[src/rtl/spm_read_streamer_pkg.sv]
// Shared definitions for the scratchpad read streamer.
// Holds the FSM state encoding and the default widths used by the top and its FIFO.
// The default data width is 32 bits.
package spm_read_streamer_pkg;

   localparam int SPM_DW    = 32;
   localparam int SPM_AW    = 9;
   localparam int SPM_LW    = 10;
   localparam int SPM_DEPTH = 2;

   localparam logic [1:0] S_IDLE  = 2'd0;
   localparam logic [1:0] S_RUN   = 2'd1;
   localparam logic [1:0] S_DRAIN = 2'd2;

endpackage

[src/rtl/spm_read_streamer_stream_fifo.sv]
// Purpose: DEPTH x DW synchronous FIFO holding RAM read words for the output stream.
// Latency: a pushed word is visible at head_o the cycle after the push.
// Backpressure: none internally; the caller keeps push away from a full FIFO.
// Ports: clk_i/rst_i (async active-high), clear_i empties the FIFO, push_i/push_data_i write,
//        pop_i advances the head, head_o/count_o/empty_o/full_o report state.
module stream_fifo #(
   parameter int DW    = 32,
   parameter int DEPTH = 2
) (
   input  logic                         clk_i,
   input  logic                         rst_i,
   input  logic                         clear_i,
   input  logic                         push_i,
   input  logic [DW-1:0]                push_data_i,
   input  logic                         pop_i,
   output logic [DW-1:0]                head_o,
   output logic [$clog2(DEPTH+1)-1:0]   count_o,
   output logic                         empty_o,
   output logic                         full_o
);
   localparam int PW = (DEPTH > 1) ? $clog2(DEPTH) : 1;
   localparam int CW = $clog2(DEPTH+1);

   logic [DW-1:0] mem_q [DEPTH];
   logic [PW-1:0] wr_q, rd_q;
   logic [CW-1:0] count_q;

   always_ff @(posedge clk_i or posedge rst_i) begin
      if (rst_i) begin
         wr_q    <= '0;
         rd_q    <= '0;
         count_q <= '0;
      end else if (clear_i) begin
         wr_q    <= '0;
         rd_q    <= '0;
         count_q <= '0;
      end else begin
         if (push_i) wr_q <= wr_q + PW'(1);
         if (pop_i)  rd_q <= rd_q + PW'(1);
         if (push_i && !pop_i)      count_q <= count_q + CW'(1);
         else if (!push_i && pop_i) count_q <= count_q - CW'(1);
      end
   end

   // Storage needs no reset: the head is only consumed while count is non-zero.
   always_ff @(posedge clk_i) begin
      if (push_i && !clear_i) mem_q[wr_q] <= push_data_i;
   end

   assign head_o  = mem_q[rd_q];
   assign count_o = count_q;
   assign empty_o = (count_q == '0);
   assign full_o  = (count_q == CW'(DEPTH));

endmodule

[src/rtl/spm_read_streamer.sv]
// Purpose: issues a strided read burst to a single-port RAM and streams the words out.
// Latency: first word on out_data two cycles after the first RUN cycle; one word/cycle sustained.
// Backpressure: out_ready stalls issue through FIFO credits, so no read result is dropped.
// Ports: start/abort/base_addr/stride/len control, busy/done status, ram_* to the RAM,
//        out_valid/out_ready/out_data/out_last downstream stream.
module spm_read_streamer
   import spm_read_streamer_pkg::*;
#(
   parameter int AW    = SPM_AW,
   parameter int DW    = SPM_DW,
   parameter int LW    = SPM_LW,
   parameter int DEPTH = SPM_DEPTH
) (
   input  logic          clk,
   input  logic          rst,
   input  logic          start,
   input  logic          abort,
   input  logic [AW-1:0] base_addr,
   input  logic [AW-1:0] stride,
   input  logic [LW-1:0] len,
   output logic          busy,
   output logic          done,
   output logic          ram_ena,
   output logic          ram_wea,
   output logic          ram_flush,
   output logic [AW-1:0] ram_addr,
   input  logic [DW-1:0] ram_dout,
   input  logic          ram_read_valid,
   output logic          out_valid,
   input  logic          out_ready,
   output logic [DW-1:0] out_data,
   output logic          out_last
);
   localparam int CW = $clog2(DEPTH+1);

   logic [1:0]    state_q, state_d;
   logic [AW-1:0] addr_q, addr_d;
   logic [AW-1:0] stride_q, stride_d;
   logic [LW-1:0] rem_issue_q, rem_issue_d;
   logic [LW-1:0] rem_out_q, rem_out_d;
   logic          inflight_q, inflight_d;
   logic          discard_q, discard_d;
   logic          done_q, done_d;

   logic          fifo_clear, fifo_push, fifo_pop, fifo_empty, fifo_full;
   logic [DW-1:0] fifo_head;
   logic [CW-1:0] fifo_count;
   logic [CW:0]   credit_used;
   logic          issue;

   assign fifo_pop  = !fifo_empty && out_ready;
   assign fifo_push = ram_read_valid && inflight_q && !discard_q;

   // A word leaving this cycle frees its slot now, which keeps issue at one per cycle
   // while downstream is ready; the slot count never exceeds DEPTH.
   assign credit_used = {1'b0, fifo_count} + {{CW{1'b0}}, inflight_q} - {{CW{1'b0}}, fifo_pop};
   assign issue       = (state_q == S_RUN) && (rem_issue_q != '0) && (credit_used < (CW+1)'(DEPTH));

   always_comb begin
      state_d     = state_q;
      addr_d      = addr_q;
      stride_d    = stride_q;
      rem_issue_d = rem_issue_q;
      rem_out_d   = rem_out_q;
      inflight_d  = inflight_q;
      discard_d   = discard_q;
      done_d      = 1'b0;
      fifo_clear  = 1'b0;

      if (issue) begin
         addr_d      = addr_q + stride_q;
         rem_issue_d = rem_issue_q - LW'(1);
      end
      // The RAM answers exactly one cycle later, so any read-valid retires the outstanding read.
      if (issue)               inflight_d = 1'b1;
      else if (ram_read_valid) inflight_d = 1'b0;
      if (ram_read_valid)      discard_d  = 1'b0;
      if (fifo_pop)            rem_out_d  = rem_out_q - LW'(1);

      case (state_q)
         S_IDLE: begin
            if (start) begin
               if (len != '0) begin
                  state_d     = S_RUN;
                  addr_d      = base_addr;
                  stride_d    = stride;
                  rem_issue_d = len;
                  rem_out_d   = len;
               end else begin
                  done_d = 1'b1;
               end
            end
         end
         S_RUN: begin
            if (issue && rem_issue_q == LW'(1)) state_d = S_DRAIN;
         end
         S_DRAIN: begin
            if (fifo_pop && rem_out_q == LW'(1)) begin
               state_d = S_IDLE;
               done_d  = 1'b1;
            end
         end
         default: state_d = S_IDLE;
      endcase

      // A read still owed by the RAM becomes a discard so its late data never reaches the FIFO.
      if (abort) begin
         state_d    = S_IDLE;
         fifo_clear = 1'b1;
         inflight_d = 1'b0;
         discard_d  = issue || (inflight_q && !ram_read_valid) || (discard_q && !ram_read_valid);
         done_d     = 1'b0;
      end
   end

   always_ff @(posedge clk or posedge rst) begin
      if (rst) begin
         state_q     <= S_IDLE;
         addr_q      <= '0;
         stride_q    <= '0;
         rem_issue_q <= '0;
         rem_out_q   <= '0;
         inflight_q  <= 1'b0;
         discard_q   <= 1'b0;
         done_q      <= 1'b0;
      end else begin
         state_q     <= state_d;
         addr_q      <= addr_d;
         stride_q    <= stride_d;
         rem_issue_q <= rem_issue_d;
         rem_out_q   <= rem_out_d;
         inflight_q  <= inflight_d;
         discard_q   <= discard_d;
         done_q      <= done_d;
      end
   end

   stream_fifo #(.DW(DW), .DEPTH(DEPTH)) u_fifo (
      .clk_i       (clk),
      .rst_i       (rst),
      .clear_i     (fifo_clear),
      .push_i      (fifo_push),
      .push_data_i (ram_dout),
      .pop_i       (fifo_pop),
      .head_o      (fifo_head),
      .count_o     (fifo_count),
      .empty_o     (fifo_empty),
      .full_o      (fifo_full)
   );

   // The credit rule keeps a capture away from a full FIFO.
   a_no_overflow: assert property (@(posedge clk) disable iff (rst) !(fifo_push && fifo_full));

   assign busy      = (state_q != S_IDLE);
   assign done      = done_q;
   assign ram_ena   = issue;
   assign ram_wea   = 1'b0;
   assign ram_flush = 1'b0;
   assign ram_addr  = issue ? addr_q : '0;
   assign out_valid = !fifo_empty;
   assign out_data  = fifo_empty ? '0 : fifo_head;
   assign out_last  = !fifo_empty && (rem_out_q == LW'(1));

endmodule

[config.mk]
export PLATFORM = sky130hd
export DESIGN_NAME = spm_read_streamer
export DESIGN_NICKNAME = d
export VERILOG_FILES = /design/src/rtl/spm_read_streamer_pkg.sv /design/src/rtl/spm_read_streamer_stream_fifo.sv /design/src/rtl/spm_read_streamer.sv
export SDC_FILE = /design/constraint.sdc
export NUM_CORES = 1
export LEC_CHECK = 0
export ABC_CLOCK_PERIOD_IN_PS = 10900
export CAP_MARGIN = 20
export CELL_PAD_IN_SITES_DETAIL_PLACEMENT = 0
export CELL_PAD_IN_SITES_GLOBAL_PLACEMENT = 1
export CORE_MARGIN = 10
export CORE_UTILIZATION = 43
export CTS_CLUSTER_SIZE = 20
export DETAILED_ROUTE_END_ITERATION = 8
export PLACE_DENSITY = 0.87
export SETUP_SLACK_MARGIN = 0.02
export SLEW_MARGIN = 20
export SYNTH_ARGS = -nofsm -noshare
export SYNTH_HDL_FRONTEND = slang
export SYNTH_HIERARCHICAL = 1
export SYNTH_SLANG_ARGS = --single-unit
[constraint.sdc]
create_clock -name clk -period 10.9 [get_ports clk]
set_input_delay 1.635 -clock clk [delete_from_list [all_inputs] [get_ports clk]]
set_output_delay 1.635 -clock clk [all_outputs]
set_load 0.01 [all_outputs]
==> impl_metrics.toml, run 1 <==
[timing]
finalCritPeriodShare_pct = 57.6
tightestPinTransition_ns = 0.789
rsz0062_at_grt = "false"
relSlewSlack_pct = 47.4
setup_tns_ns = 0
min_period_ns = 6.28
drv_slew = 0
hold_violations = 0
max_freq_mhz = 159
skew_ns = 0.00789
finalSetupViolations = 0

[min_path]
worstHoldStart = "stride_q[4]"
hold_end = "stride_q[4]"
hp-class = "reg2reg"
worstHoldPathCells = 2

[die]
start_util_pct = 43.9
rows = 40
die-height_microns = 131
dieArea_sq_mm = 0.0171
die_w_microns = 131
coreArea_sq_mm = 0.0120
design.portCount = 114

[worst_setup_path]
crit_slowest_cell = "clkdlybuf4s50_1"
max_stage_delay_ns = 0.55
worstPathArrival_ns = 4.64
endpoint_kind = "output pin"
crit_path_start_kind = "input pin"
rr_startpoint = "u_fifo/count_o[0]"
cp.required_ns = 9.27
rrSetupSlack_ns = 7.49
worst_r2r_endpoint = "addr_q[5]"
worstRegToRegCells = 15
crit_path_cell_trace = "clkdlybuf4s50_1, nand2_1, inv_1, nor2b_1, o21ai_0, fa_1, xnor2_1, nand3_1, a21o_4, inv_2, and2_1, clkdlybuf4s50_1"
cp_common_cell = "clkdlybuf4s50_1"
critPathMaxFanout = 22
path_class = "in2out"

[grt]
grt-ovfl-total = 0
first_global_vias = 3964
grt_usage_pct = 14.7
grt_max_degree = 44
antenna_found_initial = 0
grt_pass1_wl_microns = 19900

[clock_tree]
cts.sinks = 111
cts_hold_buf = 0
clk_pin_slew_worst_paths_ns = 0.07
postCtsSetupBuffers = 0
cts_resized = 0
cts_root_buffer = "clkbuf_16"
h-tree-depth = 3
clock_latency_ns = 0.35
clockBufferDepth = 2
cts_buffers = 9
cts_tree = "yes"

[placement]
gp_congestion = 0.775
io_buffers = 111
hpwl_microns = 8790
place_area_sq_mm = 0.00653

[finish]
drive_above_1_share_pct = 11.1
area_growth_pct = 29.6
antenna_cells = 0
fin_area_sq_mm = 0.00684
final_nets = 644

[synth]
syn_area_per_cell_sq_um = 11.7
syn_area_sq_mm = 0.00528
syn-instance-count = 451
yosysWarnings = 6

[power]
ir_drop_mv = 0.0998
power_leakage_nw = 2.59
pwr_density_cell_mw_per_mm2 = 221

[drt]
finalWirelength_microns = 12000
drc = 0
dr.pass1.iters = 4
viasPerCell = 5.20
drt-initial-drc-count = 284
wire_per_inst_microns = 16.7
num_vias = 3716
ant_nets = 0

[job]
max_cap_violations = 0

[outcome]
status = "complete, no violations"
[state kept, by name, indices dropped and copies added (netlist names)]
name            cells
inflight_q          1
done                1
discard_q           1
u_fifo/mem_q       64
rem_issue_q        10
u_fifo/count_o      2
stride_q            9
rem_out_q          10
addr_q              9
u_fifo/wr_q         1
state_q             2
u_fifo/rd_q         1
[cell usage in the layout (no fill, tap or decap), drive strengths merged, types with 2 or more instances in the layout]
cell type / instances
clkdlybuf4s50: 111
edfxtp: 64
nand2: 49
dfrtp: 47
nor2: 44
nor2b: 37
mux2: 32
a21oi: 23
inv: 20
o21ai: 15
xnor2: 14
ha: 14
xor2: 11
clkbuf: 10
and2: 9
nor4: 8
a31oi: 7
buf: 6
nand3: 4
nor3: 4
nand4b: 3
nand4: 3
a21o: 3
or2: 2
o31ai: 2
or3: 2
fa: 2
conb: 2
and3b: 2
[critical path, delay by kind of cell]
kind                       cells  cell delay, ns
AOI/OAI and AO/OA              2            0.37
and+or+nand+nor                4            0.60
xor gates and xnor gates       1            0.21
buffers and inverters          4            1.45
adders and majority gates      1            0.39
[area by class of cell]
cell class / count / area, sq um
fill: 996 / 5170
sequential: 111 / 3100
multi-input combinational: 306 / 2030
timing repair buffer: 117 / 1160
clock buffer: 10 / 229
tap: 147 / 184
clock inverter: 6 / 77.6
inverter: 17 / 63.8
[power breakdown]
group | internal [W] | switching (W)
registers | 0.000501 | 0.0000471
logic | 0.000321 | 0.000310
clock network | 0.000183 | 0.000152
total | 0.00100 | 0.000509
[worst max-delay path by stage]
stage,endpoint,cells past startpoint,slack [ns],startpoint
2_1_floorplan,ram_addr[0],12,5.74,out_ready
3_5_place_dp,ram_addr[6],12,4.64,out_ready
4_1_cts,ram_addr[6],12,4.62,out_ready
3_3_place_gp,ram_addr[5],12,4.69,out_ready
5_1_grt,ram_addr[6],12,4.38,out_ready
6_report,ram_addr[6],12,4.62,out_ready
[through the flow]
stage | hold slack (ns) | worst slack [ns] | power [W] | utilization [%] | std cells
global placement | 0.452 | 4.69 | 0.00118 | 54.4 | 698
global route | 0.519 | 4.38 | 0.00162 | 56.9 | 714
floorplan | 0.429 | 5.74 | 0.000937 | - | 452
CTS | 0.472 | 4.62 | 0.00153 | 56.9 | 714
finish | 0.485 | 4.62 | 0.00151 | 56.9 | 714
detailed placement | 0.460 | 4.64 | 0.00120 | 54.4 | 698
[per-layer routing]
layer	vias to the layer above	track usage, %	wire [microns]
li1	1791	-	-
met1	1806	17.7	5210
met2	108	25.0	5850
met3	11	4.35	784
met4	0	3.92	111
met5	-	0	0
Note: power is estimated with default switching activity, not from simulation.
==> run 2, diff against run 1 <==
ABC_CLOCK_PERIOD_IN_PS = 6580   (was 10900)
CORE_UTILIZATION = 40   (was 43)
PLACE_DENSITY = 0.82   (was 0.87)
clock period = 6.58 ns   (was 10.9 ns; I/O delays follow)
==> run 2 against run 1 <==
  * Cell count is 3.5% higher
  * Die area rose by 6.3%
  * Largest power group unchanged
  * Register-to-register slack got worse by 4.3 ns
  * Sequential cell count unchanged
  * Wire length fell by 0.85%
  * Global-route usage is 1.8 points lower
  * Clock-buffer cell count unchanged
  * Critical endpoint is now ram_addr[5]
  * Critical path depth unchanged
==> impl_metrics.toml, run 2 (same netlist as run 1, synthesis figures left out) <==
[clock_tree]
cts_root_buffer = "clkbuf_16"
cts_tree = "yes"
cts_hold_buf = 0
clock_latency_ns = 0.34
clockBufferDepth = 2
clk_pin_slew_worst_paths_ns = 0.07
cts.sinks = 111
h-tree-depth = 3
postCtsSetupBuffers = 0
cts_resized = 0
cts_buffers = 9

[finish]
area_growth_pct = 29.5
antenna_cells = 0
largest_register = "u_fifo/mem_q"
n_fill_cell = 1064
mostFrequentLayoutCell = "clkdlybuf4s50_1"
drive_above_1_share_pct = 10.9
top_regs = "u_fifo/mem_q: 64 flops, rem_issue_q: 10 flops, rem_out_q: 10 flops"
fin_area_sq_mm = 0.00683
regArea_sq_mm = 0.00310
multiInputGateArea_sq_mm = 0.00203
final_cell_mix = "111 x clkdlybuf4s50_1, 64 x edfxtp_1, 49 x nand2_1"
postLayoutCoreUtil_pct = 53.5
final_nets = 644
largest_reg_flops = 64

[die]
dieArea_sq_mm = 0.0182
die_w_microns = 135
design.portCount = 114
rows = 41
die-height_microns = 135
start_util_pct = 41.3
coreArea_sq_mm = 0.0128

[timing]
relSlewSlack_pct = 46.1
rsz0062_at_grt = "false"
skew_ns = 0.00829
max_freq_mhz = 202
setup_tns_ns = 0
min_period_ns = 4.96
hold_violations = 0
tightestPinTransition_ns = 0.808
finalSetupViolations = 0
drv_slew = 0
finalCritPeriodShare_pct = 75.4

[min_path]
worstHoldPathCells = 2
hp-class = "reg2reg"

[grt]
grt_usage_pct = 12.8
grt_pass1_wl_microns = 18900
first_global_vias = 3747
antenna_found_initial = 0
grt_max_degree = 44
grt-ovfl-total = 0

[worst_setup_path]
cp_common_cell = "clkdlybuf4s50_1"
crit_path_start_kind = "input pin"
path_class = "in2out"
max_stage_delay_ns = 0.54
worstRegToRegCells = 15
worstPathArrival_ns = 3.97
crit_slowest_cell = "clkdlybuf4s50_1"
crit_path_cell_trace = "clkdlybuf4s50_1, nand2_1, inv_1, nor2b_1, o21ai_0, fa_1, xnor2_1, nand3_1, a21o_4, inv_2, and2_1, clkdlybuf4s50_1"
critPathMaxFanout = 22
cp.required_ns = 5.59
endpoint_kind = "output pin"

[power]
ir_drop_mv = 0.176
pwr_density_cell_mw_per_mm2 = 357
power_leakage_nw = 2.57

[drt]
drc = 0
wire_per_inst_microns = 16.0
num_vias = 3641
drt-initial-drc-count = 156
finalWirelength_microns = 11900
viasPerCell = 4.93
ant_nets = 0
dr.pass1.iters = 4

[placement]
place_area_sq_mm = 0.00657
io_buffers = 111
gp_congestion = 0.784
hpwl_microns = 8600

[outcome]
status = "complete, no violations"

[job]
max_cap_violations = 0
-- run 2: cell count changes in the layout (fill, tap and decap cells not counted) --
| cell | delta |
|---|---|
| clkinv_4 | +1 |
| inv_8 | -2 |
| inv_6 | -1 |
| bufinv_16 | -1 |
| clkinvlp_2 | +1 |
| clkinv_1 | +1 |
| clkinv_2 | +1 |
-- run 2: worst paths after layout --
kind                              startpoint              to  slack [ns]
max                                out_ready     ram_addr[5]        1.62
min                              stride_q[5]     stride_q[5]        0.49
max reg2reg                u_fifo/count_o[0]  rem_issue_q[4]        3.20
min reg2reg                      stride_q[5]     stride_q[5]        0.49
max in group asynchronous                rst    rem_out_q[9]        5.06
min in group asynchronous                rst     u_fifo/wr_q        0.88
-- run 2: final cells by class --
class | instances | area share (%)
Clock buffer | 10 | 3.35
Clock inverter | 6 | 0.568
Inverter | 17 | 0.934
Multi-Input combinational cell | 306 | 29.7
Sequential cell | 111 | 45.3
Tap cell | 172 | 3.15
Timing Repair Buffer | 117 | 16.9
-- run 2: metal layers --
layer | global-route usage, % | vias up | share of wire (%)
li1 | - | 1788 | -
met1 | 16.8 | 1747 | 47
met4 | 3.57 | 0 | 0.67
met5 | 0 | - | 0
met2 | 20.7 | 98 | 47
met3 | 3.12 | 8 | 5.9
-- run 2: critical path, delay by kind of cell --
family / cells / cell delay, ns
buffers and inverters: 4 / 1.40
AOI/OAI and AO/OA: 2 / 0.36
xor gates and xnor gates: 1 / 0.21
adders and majority gates: 1 / 0.38
and+or+nand+nor: 4 / 0.61
-- run 2: where the power goes --
part | internal [W] | switching (W)
Clock | 0.000255 | 0.000238
Combinational | 0.000532 | 0.000509
Sequential | 0.000830 | 0.0000773
Total | 0.00162 | 0.000824
-- run 2: through the flow --
| stage | hold WS, ns | cells | total power, W | setup slack, ns |
|---|---|---|---|---|
| 2_1_floorplan | 0.429 | 452 | 0.00155 | 2.50 |
| 3_3_place_gp | 0.470 | 723 | 0.00196 | 1.65 |
| 3_5_place_dp | 0.475 | 723 | 0.00197 | 1.62 |
| 4_1_cts | 0.490 | 739 | 0.00247 | 1.60 |
| 5_1_grt | 0.515 | 739 | 0.00261 | 1.30 |
| 6_report | 0.490 | 739 | 0.00244 | 1.62 |
